<file path="src/rtl/dsf_pkg.sv">
// Shared types and arithmetic helpers for the data_stat_filter block.
// half_tz / div_pow2_tz work on a wide signed type; callers sign-extend
// into it and truncate the result back to their own sample width.
package dsf_pkg;

    typedef enum logic [1:0] {
        IDLE = 2'd0,
        INIT = 2'd1,
        RUN  = 2'd2
    } state_t;

    localparam int unsigned MATH_W = 64;

    typedef logic signed [MATH_W-1:0] wide_t;

    // Width of a running sum over 'depth' samples of 'data_w' bits
    function automatic int unsigned sum_w(input int unsigned data_w, input int unsigned depth);
        return data_w + int'($clog2(depth));
    endfunction

    // x / 2 rounded toward zero (arithmetic shift alone would floor)
    function automatic wide_t half_tz(input wide_t x);
        return (x < 0) ? ((x + wide_t'(1)) >>> 1) : (x >>> 1);
    endfunction

    // x / 2**sh rounded toward zero
    function automatic wide_t div_pow2_tz(input wide_t x, input int unsigned sh);
        wide_t bias;
        bias = (wide_t'(1) <<< sh) - wide_t'(1);
        return (x < 0) ? ((x + bias) >>> sh) : (x >>> sh);
    endfunction

endpackage

</file>
<file path="src/rtl/dsf_delay_line.sv">
// DEPTH-stage sample delay line for data_stat_filter.
// Optional feature macro: DSF_MOVING_AVG_EN adds a running sum of all taps.
// Ports:
//   CLOCK    rising-edge clock
//   RESET    synchronous active-high reset, zeroes taps (and sum)
//   shift    advance the line, din enters tap 1
//   clear    zero taps (and sum); wins over shift
//   din      signed sample in
//   tap_out  oldest tap (TAP[DEPTH])
//   sum_out  sum of TAP[1..DEPTH] (DSF_MOVING_AVG_EN only)
module dsf_delay_line #(
    parameter int unsigned DATA_W = 8,
    parameter int unsigned DEPTH  = 4
) (
    input  logic                     CLOCK,
    input  logic                     RESET,
    input  logic                     shift,
    input  logic                     clear,
    input  logic signed [DATA_W-1:0] din,
`ifdef DSF_MOVING_AVG_EN
    output logic signed [dsf_pkg::sum_w(DATA_W, DEPTH)-1:0] sum_out,
`endif
    output logic signed [DATA_W-1:0] tap_out
);
    import dsf_pkg::*;

    logic signed [DATA_W-1:0] taps [DEPTH];

    // Shift register; taps[0] is TAP[1]
    always_ff @(posedge CLOCK) begin
        if (RESET || clear) begin
            for (int i = 0; i < int'(DEPTH); i++) taps[i] <= '0;
        end else if (shift) begin
            taps[0] <= din;
            for (int i = 1; i < int'(DEPTH); i++) taps[i] <= taps[i-1];
        end
    end

    assign tap_out = taps[DEPTH-1];

`ifdef DSF_MOVING_AVG_EN
    localparam int unsigned SUM_W = sum_w(DATA_W, DEPTH);

    logic signed [SUM_W-1:0] sum_q;

    // Incremental window sum: newest sample in, oldest sample out
    always_ff @(posedge CLOCK) begin
        if (RESET || clear) begin
            sum_q <= '0;
        end else if (shift) begin
            sum_q <= sum_q + SUM_W'(din) - SUM_W'(taps[DEPTH-1]);
        end
    end

    assign sum_out = sum_q;
`endif

endmodule

</file>
<file path="src/rtl/data_stat_filter.sv">
// Streaming running max/min tracker with a delay line and selectable output.
// Optional feature macro: DSF_MOVING_AVG_EN (windowed mean on the AVERAGE path).
// Ports:
//   CLOCK     rising-edge clock
//   RESET     synchronous active-high reset
//   RESTART   output midrange (RMAX+RMIN)/2
//   AVERAGE   with ENABLE, select delayed/windowed value
//   ENABLE    capture DATA_IN as last sample, select average paths
//   CLEAR     return to INIT from RUN
//   DATA_IN   signed sample
//   DATA_OUT  registered result
//   RMAX_OUT  registered running maximum
//   RMIN_OUT  registered running minimum
//   READY     high while in RUN
module data_stat_filter #(
    parameter int unsigned DATA_W = 8,
    parameter int unsigned DEPTH  = 4
) (
    input  logic                     CLOCK,
    input  logic                     RESET,
    input  logic                     RESTART,
    input  logic                     AVERAGE,
    input  logic                     ENABLE,
    input  logic                     CLEAR,
    input  logic signed [DATA_W-1:0] DATA_IN,
    output logic signed [DATA_W-1:0] DATA_OUT,
    output logic signed [DATA_W-1:0] RMAX_OUT,
    output logic signed [DATA_W-1:0] RMIN_OUT,
    output logic                     READY
);
    import dsf_pkg::*;

    state_t state, state_nxt;

    logic signed [DATA_W-1:0] data_out_q, data_out_nxt;
    logic signed [DATA_W-1:0] rmax_q, rmax_nxt;
    logic signed [DATA_W-1:0] rmin_q, rmin_nxt;
    logic signed [DATA_W-1:0] rlast_q, rlast_nxt;
    logic                     ready_q;
    logic                     tap_shift_c, tap_clear_c;
    logic signed [DATA_W-1:0] tap_last;
    logic signed [DATA_W-1:0] midrange_c, pair_avg_c, window_c;

`ifdef DSF_MOVING_AVG_EN
    localparam int unsigned SUM_W      = sum_w(DATA_W, DEPTH);
    localparam int unsigned LOG2_DEPTH = $clog2(DEPTH);

    logic signed [SUM_W-1:0] tap_sum;
`endif

    dsf_delay_line #(
        .DATA_W (DATA_W),
        .DEPTH  (DEPTH)
    ) u_delay_line (
        .CLOCK   (CLOCK),
        .RESET   (RESET),
        .shift   (tap_shift_c),
        .clear   (tap_clear_c),
        .din     (DATA_IN),
`ifdef DSF_MOVING_AVG_EN
        .sum_out (tap_sum),
`endif
        .tap_out (tap_last)
    );

    // Candidate results; sums are formed wide so they cannot wrap
    assign midrange_c = DATA_W'(half_tz(wide_t'(rmax_q) + wide_t'(rmin_q)));
    assign pair_avg_c = DATA_W'(half_tz(wide_t'(DATA_IN) + wide_t'(tap_last)));
`ifdef DSF_MOVING_AVG_EN
    assign window_c   = DATA_W'(div_pow2_tz(wide_t'(tap_sum), LOG2_DEPTH));
`else
    assign window_c   = tap_last;
`endif

    // State register
    always_ff @(posedge CLOCK) begin
        if (RESET) state <= IDLE;
        else       state <= state_nxt;
    end

    // Next-state and datapath next values
    always_comb begin
        state_nxt    = state;
        data_out_nxt = data_out_q;
        rmax_nxt     = rmax_q;
        rmin_nxt     = rmin_q;
        rlast_nxt    = rlast_q;
        tap_shift_c  = 1'b0;
        tap_clear_c  = 1'b0;
        case (state)
            IDLE: state_nxt = INIT;
            INIT: begin
                state_nxt    = RUN;
                rmax_nxt     = DATA_IN;
                rmin_nxt     = DATA_IN;
                rlast_nxt    = '0;
                data_out_nxt = '0;
                tap_clear_c  = 1'b1;
            end
            RUN: begin
                if (CLEAR) begin
                    // Outputs hold; INIT rebuilds the window
                    state_nxt = INIT;
                end else begin
                    tap_shift_c = 1'b1;
                    if (ENABLE) rlast_nxt = DATA_IN;
                    if (RESTART)                 data_out_nxt = midrange_c;
                    else if (ENABLE && AVERAGE)  data_out_nxt = window_c;
                    else if (ENABLE)             data_out_nxt = pair_avg_c;
                    else                         data_out_nxt = rlast_q;
                    if (DATA_IN > rmax_q)        rmax_nxt = DATA_IN;
                    else if (DATA_IN < rmin_q)   rmin_nxt = DATA_IN;
                end
            end
            default: state_nxt = IDLE;
        endcase
    end

    // Datapath registers
    always_ff @(posedge CLOCK) begin
        if (RESET) begin
            data_out_q <= '0;
            rmax_q     <= '0;
            rmin_q     <= '0;
            rlast_q    <= '0;
            ready_q    <= 1'b0;
        end else begin
            data_out_q <= data_out_nxt;
            rmax_q     <= rmax_nxt;
            rmin_q     <= rmin_nxt;
            rlast_q    <= rlast_nxt;
            ready_q    <= (state_nxt == RUN);
        end
    end

    assign DATA_OUT = data_out_q;
    assign RMAX_OUT = rmax_q;
    assign RMIN_OUT = rmin_q;
    assign READY    = ready_q;

endmodule

</file>
<file path="config.mk">
export PLATFORM = sky130hd
export DESIGN_NAME = data_stat_filter
export DESIGN_NICKNAME = d
export VERILOG_FILES = /design/src/rtl/dsf_pkg.sv /design/src/rtl/dsf_delay_line.sv /design/src/rtl/data_stat_filter.sv
export SDC_FILE = /design/constraint.sdc
export NUM_CORES = 1
export LEC_CHECK = 0
export ABC_AREA = 0
export CELL_PAD_IN_SITES_DETAIL_PLACEMENT = 0
export CELL_PAD_IN_SITES_GLOBAL_PLACEMENT = 2
export CORE_MARGIN = 2
export CORE_UTILIZATION = 41
export DETAILED_ROUTE_END_ITERATION = 10
export PLACE_DENSITY_LB_ADDON = 0.1
export SLEW_MARGIN = 10
export SYNTH_ARGS = -nofsm -noshare
export SYNTH_HDL_FRONTEND = slang
export SYNTH_HIERARCHICAL = 1
export SYNTH_SLANG_ARGS = --single-unit
export TNS_END_PERCENT = 30
</file>
<file path="constraint.sdc">
create_clock -name CLOCK -period 5.7 [get_ports CLOCK]
set_clock_uncertainty 0.15 [all_clocks]
set_input_delay 0.57 -clock CLOCK [delete_from_list [all_inputs] [get_ports CLOCK]]
set_output_delay 0.57 -clock CLOCK [all_outputs]
set_load 0.05 [all_outputs]
</file>
==> out/summary.json <==
{
  "clock_tree.root_cell": "sky130_fd_sc_hd__clkbuf_8",
  "num_vias": 3216,
  "finalSetupTns_ns": 0,
  "grt_first_pass_wirelength_um": 17100,
  "cts-root-to-sink-buffers": 2,
  "adder_cell_share_of_the_synthesized_area_pct": 10.7,
  "async_flop_share_pct": 0,
  "pin_count": 39,
  "crit_path_capture_type": "register",
  "setup_viol": 0,
  "worstSkewPairLatency_ns": 0.35,
  "num-fill-cells": 990,
  "area_delta_synth_final_pct": 16.1,
  "hpwl_dp_um": 7530,
  "critical_path_cell_with_the_highest_stage_delay": "sky130_fd_sc_hd__clkdlybuf4s50_1",
  "critical-path-top-cell-by-count": "sky130_fd_sc_hd__xor2_1",
  "place.gp.congestion": 0.867,
  "hold_path_class": "register to register",
  "period_needed_ns": 3.65,
  "tritoncts_clock_tree": "built",
  "post_synthesis_instance_total": 417,
  "number_of_antenna_violations_at_the_first_check_in_global_routing": 0,
  "start_util_pct": 41.6,
  "drive_gt1_share_pct": 7.44,
  "antenna_violating_nets_post_route": 0,
  "grt_setup_unrepaired": "false",
  "post_cts_hold_buffer_count": 0,
  "crit_type": "input pin to register",
  "synth-warning-count": 6,
  "drv_slew": 0,
  "n_antenna_cell": 0,
  "finish.net_count": 501,
  "cp_data_required_time_ns": 5.83,
  "worst_path_dominant_cell_family": "compound AO/OA/AOI/OAI gates",
  "total_wirelength_of_the_detailed_routed_design_um": 10700,
  "tritoncts_num_sinks": 67,
  "cts_post_setup_buffers_inserted": 0,
  "die_w_um": 106,
  "ys_seq_area_share_pct": 39.2,
  "timing_worst_slew_pin_value_ns": 0.770,
  "timing.critical_path.from_type": "input pin",
  "die-area_mm2": 0.0112,
  "post_synth_main_area_contributors": "sky130_fd_sc_hd__edfxtp_1, sky130_fd_sc_hd__dfxtp_1, sky130_fd_sc_hd__ha_1",
  "synth.distinct_cells": 58,
  "first_global_vias": 3108,
  "crit_path_max_fanout": 8,
  "detailedRoute.firstPassIterationCount": 4,
  "drt-initial-drc-count": 96,
  "grt_remaining_overflow": 0,
  "worst_ep_arrival_time_ns": 3.78,
  "netlist_area_mm2": 0.00424,
  "timing.slew.headroom_pct": 48.7,
  "worstPathBufferInverterCount": 1,
  "die_y_um": 106,
  "yosys.area.top_type": "sky130_fd_sc_hd__edfxtp_1",
  "detail_route.wl_per_cell_um": 18.1,
  "outcome": "finished clean",
  "worst_path_largest_cell_delay_ns": 0.66,
  "finalHoldViolCount": 0,
  "power.leakage_uw": 0.00201,
  "fmax_ghz": 0.274,
  "stdcell_count": 593,
  "compound_cell_area_share_of_the_yosys_netlist_pct": 12.7,
  "synth.ff_latch_count": 67,
  "globalRouteTotalUtil_pct": 20.1,
  "synthFlopType": "sky130_fd_sc_hd__dfxtp_1",
  "cell_count_after_placement": 577,
  "synth_top_area_share_pct": 22.7,
  "synth.avg_cell_area_um2": 10.2,
  "number_of_enable_type_register_cells_in_the_synthesized_netlist": 32,
  "detail_route.drc_violations": 0,
  "vias_per_cell": 5.42,
  "clk_pin_slew_ns": 0.08,
  "irDropWorstVdd_mv": 0.106,
  "drv_cap": 0,
  "core_region_area_mm2": 0.0102,
  "mappedNetlistNets": 466,
  "cts_buffers": 9,
  "num_rows": 37,
  "synth_top_family_by_area": "simple AND/OR/NAND/NOR gates",
  "grt_start_max_net_pins": 60,
  "critical_path.cell_chain": "clkdlybuf4s50_1, fa_1, a211oi_1, nor2_1, xor2_1, nand3_2, nor4_1, xor2_1, a2111o_1, a21oi_1",
  "synth_mux_area_share_pct": 4.51,
  "power.density_cell_area_mw_per_mm2": 265,
  "number_of_h_tree_levels": 3,
  "place.port_buffers": 38,
  "synth_xor_xnor_area_share_pct": 4.75,
  "post_cts_resize_count": 0,
  "share_of_the_cycle_needed_by_the_critical_path_after_routing_pct": 64.0,
  "synthSimpleGateAreaFrac_pct": 24.0
}
==> final timing paths <==
| check | from | end | slack, ns | cells after the start |
|---|---|---|---|---|
| worst min-delay path | state[0] | state[0] | 0.30 | 1 |
| worst min register to register | state[0] | state[0] | 0.30 | 1 |
| worst max register to register | u_delay_line/taps[3][0] | DATA_OUT[6] | 2.43 | 10 |
| worst max-delay path | DATA_IN[1] | DATA_OUT[6] | 2.05 | 10 |
==> metrics by stage <==
| stage | util (%) | setup WS [ns] | total power (uW) | instance area [um^2] | hold WS [ns] |
|---|---|---|---|---|---|
| final | 48.4 | 2.05 | 1300 | 4920 | 0.298 |
| after detailed placement | 46.3 | 1.71 | 883 | 4720 | 0.289 |
| after global placement | 46.3 | 1.76 | 882 | 4720 | 0.279 |
| after floorplan | - | 2.60 | 786 | 4240 | 0.267 |
| after CTS | 48.4 | 2.08 | 1320 | 4920 | 0.305 |
| after global routing | 48.4 | 1.79 | 1370 | 4920 | 0.332 |
==> area by class of cell <==
class / count / area [um^2] / share of cell area, %
Clock buffer: 9 / 124 / 2.52
Inverter: 24 / 90.1 / 1.83
Sequential cell: 67 / 1660 / 33.7
Tap cell: 136 / 170 / 3.46
Clock inverter: 7 / 82.6 / 1.68
Timing Repair Buffer: 41 / 398 / 8.08
Multi-Input combinational cell: 309 / 2400 / 48.7
==> layout by cell type (no fill, tap or decap), types with 3 or more instances in the layout <==
| master | synthesis | routed |
|---|---|---|
| sky130_fd_sc_hd__clkdlybuf4s50_1 | 0 | 37 |
| sky130_fd_sc_hd__dfxtp_1 | 35 | 35 |
| sky130_fd_sc_hd__ha_1 | 33 | 33 |
| sky130_fd_sc_hd__edfxtp_1 | 32 | 32 |
| sky130_fd_sc_hd__nor2_1 | 31 | 31 |
| sky130_fd_sc_hd__nand2_1 | 28 | 28 |
| sky130_fd_sc_hd__and4bb_1 | 26 | 26 |
| sky130_fd_sc_hd__inv_1 | 23 | 23 |
| sky130_fd_sc_hd__nand2b_1 | 18 | 18 |
| sky130_fd_sc_hd__mux2i_1 | 18 | 18 |
| sky130_fd_sc_hd__a21oi_1 | 17 | 17 |
| sky130_fd_sc_hd__o21ai_0 | 17 | 17 |
| sky130_fd_sc_hd__nand3_1 | 12 | 12 |
| sky130_fd_sc_hd__xor2_1 | 12 | 12 |
| sky130_fd_sc_hd__xnor2_1 | 11 | 11 |
| sky130_fd_sc_hd__clkbuf_8 | 0 | 9 |
| sky130_fd_sc_hd__and3_1 | 6 | 6 |
| sky130_fd_sc_hd__nor3_1 | 5 | 5 |
| sky130_fd_sc_hd__a21o_1 | 5 | 5 |
| sky130_fd_sc_hd__nor2b_1 | 4 | 4 |
| sky130_fd_sc_hd__o21a_1 | 4 | 4 |
| sky130_fd_sc_hd__o22ai_1 | 4 | 4 |
| sky130_fd_sc_hd__a211oi_1 | 4 | 4 |
| sky130_fd_sc_hd__and4bb_2 | 4 | 4 |
| sky130_fd_sc_hd__nand4_1 | 3 | 3 |
| sky130_fd_sc_hd__o21bai_1 | 3 | 3 |
| sky130_fd_sc_hd__a2bb2oi_1 | 3 | 3 |
| sky130_fd_sc_hd__a22oi_1 | 3 | 3 |
| sky130_fd_sc_hd__inv_6 | 0 | 3 |
| sky130_fd_sc_hd__buf_4 | 1 | 3 |
==> synthesized netlist by cell type (5+ instances only) <==
| master | instances |
|---|---|
| sky130_fd_sc_hd__nand2_1 | 28 |
| sky130_fd_sc_hd__ha_1 | 33 |
| sky130_fd_sc_hd__buf_2 | 6 |
| sky130_fd_sc_hd__mux2i_1 | 18 |
| sky130_fd_sc_hd__and3_1 | 6 |
| sky130_fd_sc_hd__clkbuf_1 | 7 |
| sky130_fd_sc_hd__xnor2_1 | 11 |
| sky130_fd_sc_hd__o21ai_0 | 17 |
| sky130_fd_sc_hd__nand3_1 | 12 |
| sky130_fd_sc_hd__inv_1 | 23 |
| sky130_fd_sc_hd__edfxtp_1 | 32 |
| sky130_fd_sc_hd__nor2_1 | 31 |
| sky130_fd_sc_hd__and4bb_1 | 26 |
| sky130_fd_sc_hd__dfxtp_1 | 35 |
| sky130_fd_sc_hd__nor3_1 | 5 |
| sky130_fd_sc_hd__xor2_1 | 12 |
| sky130_fd_sc_hd__a21oi_1 | 17 |
| sky130_fd_sc_hd__nand2b_1 | 18 |
| sky130_fd_sc_hd__a21o_1 | 5 |
==> flip-flops by register name (all words and copies together), names as in the netlist <==
name	flops
u_delay_line/taps	32
DATA_OUT	8
RMAX_OUT	8
RMIN_OUT	8
rlast_q	8
state	2
READY	1
==> where the power goes <==
group	switching, uW	internal [uW]
Sequential	21.5	535
Clock	223	210
Combinational	193	122
==> routing by layer <==
layer / vias up / wire length (um) / global-route usage [%]
li1: 1607 / - / -
met1: 1554 / 5630 / 30.1
met2: 44 / 4740 / 29.9
met3: 11 / 245 / 2.91
met4: 0 / 131 / 6.02
met5: - / 0 / 0
==> kinds of logic (layout without fill, tap and decap cells) <==
kind of cell / after synthesis / in the layout
muxes: 19 / 19
xor gates and xnor gates: 23 / 23
AOI/OAI and AO/OA: 80 / 80
and+or+nand+nor: 152 / 152
DFF: 67 / 67
buffers and inverters: 41 / 81
adders and majority gates: 35 / 35
No activity file was read; power rests on OpenSTA's default activity.
